[src/rtl/cpu_pkg.sv]
// Shared Mini-CPU definitions: MIPS instruction field positions and the
// decoded-field bundle used by the field stage and the decode stage.
package cpu_pkg;

  localparam int unsigned INSTR_W = 32;

  localparam int unsigned OPC_MSB   = 31;
  localparam int unsigned OPC_LSB   = 26;
  localparam int unsigned RS_MSB    = 25;
  localparam int unsigned RS_LSB    = 21;
  localparam int unsigned RT_MSB    = 20;
  localparam int unsigned RT_LSB    = 16;
  localparam int unsigned RD_MSB    = 15;
  localparam int unsigned RD_LSB    = 11;
  localparam int unsigned SHAMT_MSB = 10;
  localparam int unsigned SHAMT_LSB = 6;
  localparam int unsigned FUNCT_MSB = 5;
  localparam int unsigned FUNCT_LSB = 0;
  localparam int unsigned IMM_MSB   = 15;
  localparam int unsigned IMM_LSB   = 0;
  localparam int unsigned JT_MSB    = 25;
  localparam int unsigned JT_LSB    = 0;

  localparam logic [5:0] OPC_RTYPE = 6'h00;

  typedef struct packed {
    logic [5:0]  opcode;
    logic [4:0]  rs;
    logic [4:0]  rt;
    logic [4:0]  rd;
    logic [4:0]  shamt;
    logic [5:0]  funct;
    logic [15:0] immed;
    logic [25:0] jtarget;
    logic        is_rtype;
    logic        is_nop;
  } instr_fields_t;

endpackage

[src/rtl/instr_field_split.sv]
// Purely combinational split of a 32-bit MIPS word into its field bundle;
// shared by the field stage and the decode stage.
module instr_field_split
  import cpu_pkg::*;
(
  input  logic [INSTR_W-1:0] instr_i,
  output instr_fields_t      fields_o
);

  always_comb begin
    fields_o          = '0;
    fields_o.opcode   = instr_i[OPC_MSB:OPC_LSB];
    fields_o.rs       = instr_i[RS_MSB:RS_LSB];
    fields_o.rt       = instr_i[RT_MSB:RT_LSB];
    fields_o.rd       = instr_i[RD_MSB:RD_LSB];
    fields_o.shamt    = instr_i[SHAMT_MSB:SHAMT_LSB];
    fields_o.funct    = instr_i[FUNCT_MSB:FUNCT_LSB];
    fields_o.immed    = instr_i[IMM_MSB:IMM_LSB];
    fields_o.jtarget  = instr_i[JT_MSB:JT_LSB];
    fields_o.is_rtype = (instr_i[OPC_MSB:OPC_LSB] == OPC_RTYPE);
    fields_o.is_nop   = (instr_i == '0);
  end

endmodule

[src/rtl/instr_field_stage.sv]
// Fetch-to-decode pipeline register with a 2-entry skid buffer; the held
// instruction is split into MIPS fields combinationally on the output side.
module instr_field_stage
  import cpu_pkg::*;
#(
  parameter int unsigned PC_W = 32
) (
  input  logic                clk,
  input  logic                rst_n,
  input  logic                flush,
  input  logic                in_valid,
  output logic                in_ready,
  input  logic [INSTR_W-1:0]  in_instr,
  input  logic [PC_W-1:0]     in_pc,
  output logic                out_valid,
  input  logic                out_ready,
  output logic [PC_W-1:0]     out_pc,
  output logic [5:0]          out_opcode,
  output logic [4:0]          out_rs,
  output logic [4:0]          out_rt,
  output logic [4:0]          out_rd,
  output logic [4:0]          out_shamt,
  output logic [5:0]          out_funct,
  output logic [15:0]         out_immed,
  output logic [25:0]         out_jtarget,
  output logic                out_is_rtype,
  output logic                out_is_nop
);

  logic [INSTR_W-1:0] out_instr_q, out_instr_d;
  logic [PC_W-1:0]    out_pc_q, out_pc_d;
  logic               out_valid_q, out_valid_d;
  logic [INSTR_W-1:0] skid_instr_q, skid_instr_d;
  logic [PC_W-1:0]    skid_pc_q, skid_pc_d;
  logic               skid_valid_q, skid_valid_d;

  logic          accept;
  logic          main_free;
  instr_fields_t fields;

  assign in_ready  = ~skid_valid_q;
  assign accept    = in_valid & in_ready;
  assign main_free = ~out_valid_q | out_ready;

  // NOTE: every variable gets a hold default first so no path leaves it
  // unassigned, which would otherwise infer a latch.
  always_comb begin
    out_instr_d  = out_instr_q;
    out_pc_d     = out_pc_q;
    out_valid_d  = out_valid_q;
    skid_instr_d = skid_instr_q;
    skid_pc_d    = skid_pc_q;
    skid_valid_d = skid_valid_q;

    if (flush) begin
      out_valid_d  = 1'b0;
      skid_valid_d = 1'b0;
    end else if (main_free) begin
      if (skid_valid_q) begin
        out_instr_d = skid_instr_q;
        out_pc_d    = skid_pc_q;
        out_valid_d = 1'b1;
        if (accept) begin
          skid_instr_d = in_instr;
          skid_pc_d    = in_pc;
        end
        skid_valid_d = accept;
      end else if (accept) begin
        out_instr_d = in_instr;
        out_pc_d    = in_pc;
        out_valid_d = 1'b1;
      end else begin
        out_valid_d = 1'b0;
      end
    end else if (accept) begin
      skid_instr_d = in_instr;
      skid_pc_d    = in_pc;
      skid_valid_d = 1'b1;
    end
  end

  // NOTE: state updates use non-blocking assignments so all registers sample
  // the same pre-edge values; data registers are reset too so the field
  // outputs are defined (all zero, a NOP) straight out of reset.
  always_ff @(posedge clk or negedge rst_n) begin
    if (!rst_n) begin
      out_instr_q  <= '0;
      out_pc_q     <= '0;
      out_valid_q  <= 1'b0;
      skid_instr_q <= '0;
      skid_pc_q    <= '0;
      skid_valid_q <= 1'b0;
    end else begin
      out_instr_q  <= out_instr_d;
      out_pc_q     <= out_pc_d;
      out_valid_q  <= out_valid_d;
      skid_instr_q <= skid_instr_d;
      skid_pc_q    <= skid_pc_d;
      skid_valid_q <= skid_valid_d;
    end
  end

  instr_field_split u_split (
    .instr_i  (out_instr_q),
    .fields_o (fields)
  );

  assign out_valid    = out_valid_q;
  assign out_pc       = out_pc_q;
  assign out_opcode   = fields.opcode;
  assign out_rs       = fields.rs;
  assign out_rt       = fields.rt;
  assign out_rd       = fields.rd;
  assign out_shamt    = fields.shamt;
  assign out_funct    = fields.funct;
  assign out_immed    = fields.immed;
  assign out_jtarget  = fields.jtarget;
  assign out_is_rtype = fields.is_rtype;
  assign out_is_nop   = fields.is_nop;

endmodule

[config.mk]
export PLATFORM = sky130hd
export DESIGN_NAME = instr_field_stage
export DESIGN_NICKNAME = d
export VERILOG_FILES = /design/src/rtl/cpu_pkg.sv /design/src/rtl/instr_field_split.sv /design/src/rtl/instr_field_stage.sv
export SDC_FILE = /design/constraint.sdc
export NUM_CORES = 1
export LEC_CHECK = 0
export CAP_MARGIN = 20
export CORE_ASPECT_RATIO = 1.25
export CORE_UTILIZATION = 40
export DETAILED_ROUTE_END_ITERATION = 8
export PLACE_DENSITY = 0.69
export SYNTH_ARGS = -nofsm -noshare
export SYNTH_HDL_FRONTEND = slang
export SYNTH_HIERARCHICAL = 1
export SYNTH_SLANG_ARGS = --single-unit
export TNS_END_PERCENT = 30
[constraint.sdc]
create_clock -name clk -period 4.8 [get_ports clk]
set_clock_uncertainty 0.15 [all_clocks]
set_input_delay 0.96 -clock clk [delete_from_list [all_inputs] [get_ports clk]]
set_output_delay 0.96 -clock clk [all_outputs]
set_load 0.1 [all_outputs]
==> metrics.csv, run 1 <==
metric,value,unit
outcome,completed,
number of buffers added on ports,178,
num ports,179,
critical path launch point type,register,
GR Util All Layers,16.4,%
n_diodes,0,
H-tree levels,4,
"Period Utilization, post-route",71.5,%
Syn Area/Cell,14.2,um2
hold-fix buffers at CTS,0,
via count of the first global-routing pass,4048,
synthesis-stage register bit count,130,
Inst Count DP,736,
average detailed-routed wire length per instance,16.5,um
required time of the critical path,3.69,ns
DIE WIDTH,114,um
Final TNS setup,0,ns
cell type contributing the most total cell area after synthesis,sky130_fd_sc_hd__dfrtp_1,
cells resized by post-CTS repair,0,
portion of the post-synthesis area used by sequential elements,52.0,%
clock tree from TritonCTS,done,
Die Y-Extent,142,um
Yosys top cell area share,52.0,%
ranking of synthesized cells by instance count,"sky130_fd_sc_hd__mux2_2 (191), sky130_fd_sc_hd__dfrtp_1 (130), sky130_fd_sc_hd__buf_4 (74), sky130_fd_sc_hd__buf_2 (12)",
largest net degree at the start of global routing,65,
final-report setup violation count,0,
synth top area cells,"sky130_fd_sc_hd__dfrtp_1 (52%), sky130_fd_sc_hd__mux2_2 (34%), sky130_fd_sc_hd__buf_4 (8.9%)",
minimum setup slack among reg-to-reg paths,1.76,ns
effective utilization at floorplan,41.3,%
antenna violations before repair,0,
Max Fclk,291,MHz
total cell area at the placement stage,0.00764,mm2
proportion of register bits with asynchronous set or reset after synthesis,100,%
number of enable-type register cells in the synthesized netlist,0,
cell count after synthesis,439,
total wire length,12.7,mm
"crit path setup slack, layout",1.37,ns
placement row count,50,
transition at the pin with the smallest max-transition slack,1.02,ns
Initial DRT Pass Iterations,4,
min Tclk post-route,3.43,ns
"Hold Violations, Final",0,
clock insertion delay at the later pin of the skew report,0.41,ns
layout filler cell count,1300,
synthesized net count,508,
Peak VDD IR,0.245,mV
yosys synthesis warning count,6,
fin area,0.00816,mm2
area of the multi-input gates,0.00231,mm2
distinct cell type count of the synthesized netlist,20,
via-per-instance ratio,4.78,
area added between synthesis and finish,30.5,%
sum of net half-perimeters after detailed placement,8.53,mm
maximum fanout along the worst path,27,
total DRC errors in the routed layout,0,
total overflow reported by the global router,0,
critical path class,reg -> out,
leakage power,3.34,nW
cell chosen for the clock root,sky130_fd_sc_hd__clkbuf_16,
Total Power,4.65,mW
clk sink count,130,
final antenna-violating net count,0,
top-count cell post-synth,sky130_fd_sc_hd__mux2_2,
global placement routability congestion,0.699,
arrival time worst endpoint,2.32,ns
final-stage net count,616,
Syn Std Cell Area,0.00625,mm2
relative slew slack,31.7,%
clock transition at the registers of the reported paths,0.05,ns
setup slack after placement,1.44,ns
vias,3673,
most used flip-flop cell after synthesis,sky130_fd_sc_hd__dfrtp_1,
CTS Buf Count,17,
area enclosed by the die boundary,0.0161,mm2
total core area,0.0151,mm2
First DRT Iteration DRCs,70,
fraction of layout instances using a drive strength above 1,40.7,%
Setup Buffers After CTS,0,
kind of end point of the critical path,output port,
CTS max path bufs,2,
Max Transition Viols Final,0,
Reg area,0.00325,mm2
Pwr per Cell Area,570,mW/mm2
classification of the worst-slack hold path,reg -> reg,
setup repair after global routing missed its margin,false,
"number of standard cells in the layout, taps in and fillers out",768,
worst hold slack after final layout,0.340,ns
global-route wire length before repair,20.2,mm
max-cap viol count,0,
share of the core filled with cells in the final layout,53.9,%
-- worst paths after layout --
kind / from / to / cells past startpoint
max: skid_valid_q$_DFFE_PN0P_ / in_ready / 2
min: out_pc[31]$_DFFE_PN0P_ / out_pc[31]$_DFFE_PN0P_ / 1
max reg2reg: skid_valid_q$_DFFE_PN0P_ / skid_pc_q[3]$_DFFE_PN0P_ / 4
min reg2reg: out_pc[31]$_DFFE_PN0P_ / out_pc[31]$_DFFE_PN0P_ / 1
max in group asynchronous: rst_n / skid_valid_q$_DFFE_PN0P_ / 2
min in group asynchronous: rst_n / out_pc[23]$_DFFE_PN0P_ / 1
-- power by group --
part | leakage [nW] | internal (mW) | total [mW] | switching [mW]
Sequential | 1.56 | 1.34 | 1.49 | 0.153
Clock | 0.255 | 0.697 | 1.13 | 0.432
Combinational | 1.52 | 0.545 | 2.03 | 1.49
-- critical path, stage by stage (launching register included) --
cell	delay, ns
sky130_fd_sc_hd__dfrtp_2	0.64
sky130_fd_sc_hd__inv_1	0.13
sky130_fd_sc_hd__clkdlybuf4s50_1	1.14
-- placed cells by master (no fill, tap or decap) --
cell type / instances
sky130_fd_sc_hd__a21oi_1: 1
sky130_fd_sc_hd__mux2_2: 191
sky130_fd_sc_hd__clkinvlp_4: 1
sky130_fd_sc_hd__nor3_4: 1
sky130_fd_sc_hd__clkbuf_8: 3
sky130_fd_sc_hd__nor4_2: 1
sky130_fd_sc_hd__mux2_1: 1
sky130_fd_sc_hd__clkbuf_1: 7
sky130_fd_sc_hd__buf_4: 6
sky130_fd_sc_hd__clkdlybuf4s50_1: 176
sky130_fd_sc_hd__dfrtp_1: 129
sky130_fd_sc_hd__nor2_1: 6
sky130_fd_sc_hd__inv_1: 2
sky130_fd_sc_hd__nand2b_1: 1
sky130_fd_sc_hd__nor2b_2: 1
sky130_fd_sc_hd__nand4_1: 1
sky130_fd_sc_hd__nand3_1: 2
sky130_fd_sc_hd__clkbuf_16: 17
sky130_fd_sc_hd__dfrtp_2: 1
sky130_fd_sc_hd__nor3_1: 1
sky130_fd_sc_hd__nor4_1: 5
sky130_fd_sc_hd__clkinv_2: 4
sky130_fd_sc_hd__nand3_4: 1
sky130_fd_sc_hd__nor3_2: 1
-- routing by layer --
metal	wire (um)	track usage, %	part of all wire [%]	vias to the layer above
li1	-	-	-	1679
met1	5060	18.0	40	1865
met2	6720	29.2	53	110
met3	648	4.70	5.1	19
met4	264	7.72	2.1	0
met5	0	0	0	-
-- kinds of logic (layout without fill, tap and decap cells) --
logic type,after synthesis,in the layout,share of synthesized area [%]
buffers and inverters,95,216,11.1
and+or+nand+nor,21,21,2.22
muxes,192,192,34.6
DFF,130,130,52.0
AOI/OAI and AO/OA,1,1,0.0800
-- state kept, by name, summed over array words and instances, names as in the netlist --
register,cells
out_instr_q,32
out_pc,32
skid_instr_q,32
skid_pc_q,32
out_valid,1
skid_valid_q,1
-- cell type report --
class	instances	share of cell area, %
multi-input combinational	214	28.3
tap	208	3.19
clock buffer	27	6.04
inverter	2	0.0920
clock inverter	5	0.337
timing repair buffer	182	22.1
sequential	130	39.9
No activity file was read; power rests on OpenSTA's default activity.
==> run 2: changes to the inputs <==
Settings changed: PLACE_DENSITY 0.69 to 0.72.
Clock period 4.8 ns to 3.1 ns, I/O delays scaled along.
==> run 2 against run 1 <==
Hold slack worse by 0.32 ns. Register-to-register slack worse by 0.50 ns. Sequential power up 55%. Routed wire length down 2.1%. Die area unchanged. Non-clock buffer count up 1. Highest routed layer unchanged. First-iteration DRC count up 66%. Combinational power up 50%. Global-route usage down 0.39 points.
==> metrics.csv, run 2 (synthesis gave the netlist of run 1 again) <==
metric,value,unit,change
outcome,completed,,unchanged
Clock power frac,27.0,%,was 24.3%
DIE WIDTH,114,um,unchanged
CTS Buf Count,17,,unchanged
antenna violations before repair,0,,unchanged
Die Y-Extent,142,um,unchanged
minimum setup slack among reg-to-reg paths,1.26,ns,was 1.76 ns
num ports,179,,unchanged
fraction of power consumed by sequential logic,31.4,%,was 32.1%
share of the core filled with cells in the final layout,53.0,%,was 53.9%
instance count on the critical path,4,,was 2
capture point of the worst path,out_is_nop,,was in_ready
Internal,4.11,mW,was 2.58 mW
"Hold Violations, Final",0,,unchanged
clk sink count,130,,unchanged
total core area,0.0151,mm2,unchanged
via count of the first global-routing pass,3975,,"was 4,048"
H-tree levels,4,,unchanged
relative slew slack,61.8,%,was 31.7%
Peak VDD IR,0.397,mV,was 0.245 mV
"Max stage delay cell, worst path",sky130_fd_sc_hd__nor4_1,,was sky130_fd_sc_hd__clkdlybuf4s50_1
Pwr per Cell Area,916,mW/mm2,was 570 mW/mm2
Worst setup startpoint,out_instr_q[6]$_DFFE_PN0P_,,was skid_valid_q$_DFFE_PN0P_
max-cap viol count,0,,unchanged
cell chosen for the clock root,sky130_fd_sc_hd__clkbuf_16,,unchanged
effective utilization at floorplan,41.3,%,unchanged
area added between synthesis and finish,28.2,%,was 30.5%
clock tree from TritonCTS,done,,unchanged
kind of end point of the critical path,output port,,unchanged
clock transition at the registers of the reported paths,0.05,ns,about the same
classification of the worst-slack hold path,in -> async,,was reg -> reg
critical path launch point type,register,,unchanged
number of buffers added on ports,178,,unchanged
CTS max path bufs,2,,unchanged
final-report setup violation count,0,,unchanged
terminus of the critical flop-to-flop path,out_pc[8]$_DFFE_PN0P_,,was skid_pc_q[3]$_DFFE_PN0P_
total wire length,12.4,mm,was 12.7 mm
largest net degree at the start of global routing,75,,was 65
Max Fclk,361,MHz,
via-per-instance ratio,4.82,,was 4.78
vias,3703,,"was 3,673"
Final TNS setup,0,ns,unchanged
critical path class,reg -> out,,unchanged
average detailed-routed wire length per instance,16.2,um,was 16.5 um
net switching component of the power,3.24,mW,was 2.07 mW
arrival time worst endpoint,2.00,ns,was 2.32 ns
total cell area at the placement stage,0.00743,mm2,was 0.00764 mm2
worst reg2reg path depth,3,,was 4
Max Transition Viols Final,0,,unchanged
maximum fanout along the worst path,5,,was 27
sum of net half-perimeters after detailed placement,8.25,mm,was 8.53 mm
GR Util All Layers,16.0,%,was 16.4%
n_diodes,0,,unchanged
fin area,0.00802,mm2,was 0.00816 mm2
"commonest non-fill, non-tap cells in the layout","sky130_fd_sc_hd__mux2_2 (191), sky130_fd_sc_hd__dfrtp_1 (129), sky130_fd_sc_hd__buf_4 (111)",,"was sky130_fd_sc_hd__mux2_2 (191), sky130_fd_sc_hd__clkdlybuf4s50_1 (176), sky130_fd_sc_hd__dfrtp_1 (129)"
Setup Buffers After CTS,0,,unchanged
cells resized by post-CTS repair,0,,unchanged
final antenna-violating net count,0,,unchanged
transition at the pin with the smallest max-transition slack,0.573,ns,was 1.02 ns
min Tclk post-route,2.77,ns,
clock insertion delay at the later pin of the skew report,0.40,ns,was 0.41 ns
"Period Utilization, post-route",89.3,%,
total overflow reported by the global router,0,,unchanged
placement row count,50,,unchanged
setup repair after global routing missed its margin,false,,unchanged
reg-to-reg startpoint,skid_valid_q$_DFFE_PN0P_,,unchanged
global placement routability congestion,0.691,,was 0.699
fraction of layout instances using a drive strength above 1,60.8,%,was 40.7%
First DRT Iteration DRCs,116,,was 70
hold-fix buffers at CTS,0,,unchanged
total DRC errors in the routed layout,0,,unchanged
Initial DRT Pass Iterations,3,,was 4
required time of the critical path,2.33,ns,was 3.69 ns
list of cells traversed by the critical path,nor4_1 > nand4_1 > nor3_2 > buf_12,,was inv_1 > clkdlybuf4s50_1
switching fraction of total power,44.1,%,was 44.5%
portion of total power attributed to combinational logic,41.6,%,was 43.7%
final-stage net count,617,,was 616
cell type group with the largest total delay on the critical path,simple AND/OR/NAND/NOR gates,,was buffers and inverters
global-route wire length before repair,20.0,mm,was 20.2 mm
leakage power,3.50,nW,was 3.34 nW
area enclosed by the die boundary,0.0161,mm2,unchanged
most common library cell in the layout ignoring fill and taps,sky130_fd_sc_hd__mux2_2,,unchanged
Critical path buffers and inverters,1,,was 2
Max stage delay on crit path,0.48,ns,was 1.14 ns
run 2: changes by cell type in the layout (fill, tap and decap cells not counted), moves of 2 or more:
cell                              change
sky130_fd_sc_hd__buf_4              +105
sky130_fd_sc_hd__clkdlybuf4s50_1    -109
sky130_fd_sc_hd__buf_12               +4
sky130_fd_sc_hd__bufinv_16            +3
sky130_fd_sc_hd__clkbuf_8             -2
sky130_fd_sc_hd__clkbuf_1             -3
run 2: worst min path at each step:
| stage | startpoint | end | slack [ns] | depth (start not counted) |
|---|---|---|---|---|
| 6_report | rst_n | out_instr_q[17]$_DFFE_PN0P_ | 0.02 | 1 |
| 5_1_grt | rst_n | out_instr_q[17]$_DFFE_PN0P_ | 0.04 | 1 |
| 4_1_cts | rst_n | out_instr_q[17]$_DFFE_PN0P_ | 0.03 | 1 |
| 3_5_place_dp | out_pc[31]$_DFFE_PN0P_ | out_pc[31]$_DFFE_PN0P_ | 0.33 | 1 |
| 3_3_place_gp | out_pc[31]$_DFFE_PN0P_ | out_pc[31]$_DFFE_PN0P_ | 0.33 | 1 |
| 2_1_floorplan | rst_n | out_instr_q[0]$_DFFE_PN0P_ | 0.17 | 0 |
run 2: cell type report:
type	count	area [um2]
Clock inverter	10	134
Inverter	2	7.51
Fill cell	1306	7120
Sequential cell	130	3250
Multi-Input combinational cell	214	2310
Tap cell	208	260
Timing Repair Buffer	183	1600
Clock buffer	22	454
run 2: power groups by stage:
stage               Sequential [mW]  Clock, mW  Combinational, mW
floorplan                      2.86          0               2.12
global placement               2.31          0               3.04
detailed placement             2.34          0               3.07
CTS                            2.31       2.05               3.07
global route                   2.36       2.12               3.14
finish                         2.31       1.99               3.05
run 2: metrics by stage:
step	hold slack (ns)	setup slack, ns	power (mW)	std cells
global placement	0.326	0.650	5.35	737
CTS	0.0251	0.261	7.43	769
global route	0.0430	0.272	7.63	769
finish	0.0177	0.331	7.35	769
detailed placement	0.334	0.628	5.41	737
floorplan	0.174	0.348	4.97	439
run 2: metal layers:
layer / vias up / share of wire (%) / global-route usage [%]
li1: 1688 / - / -
met1: 1888 / 40 / 18.1
met2: 115 / 53 / 28.6
met3: 12 / 5.6 / 4.61
met4: 0 / 1.2 / 5.95
met5: - / 0 / 0
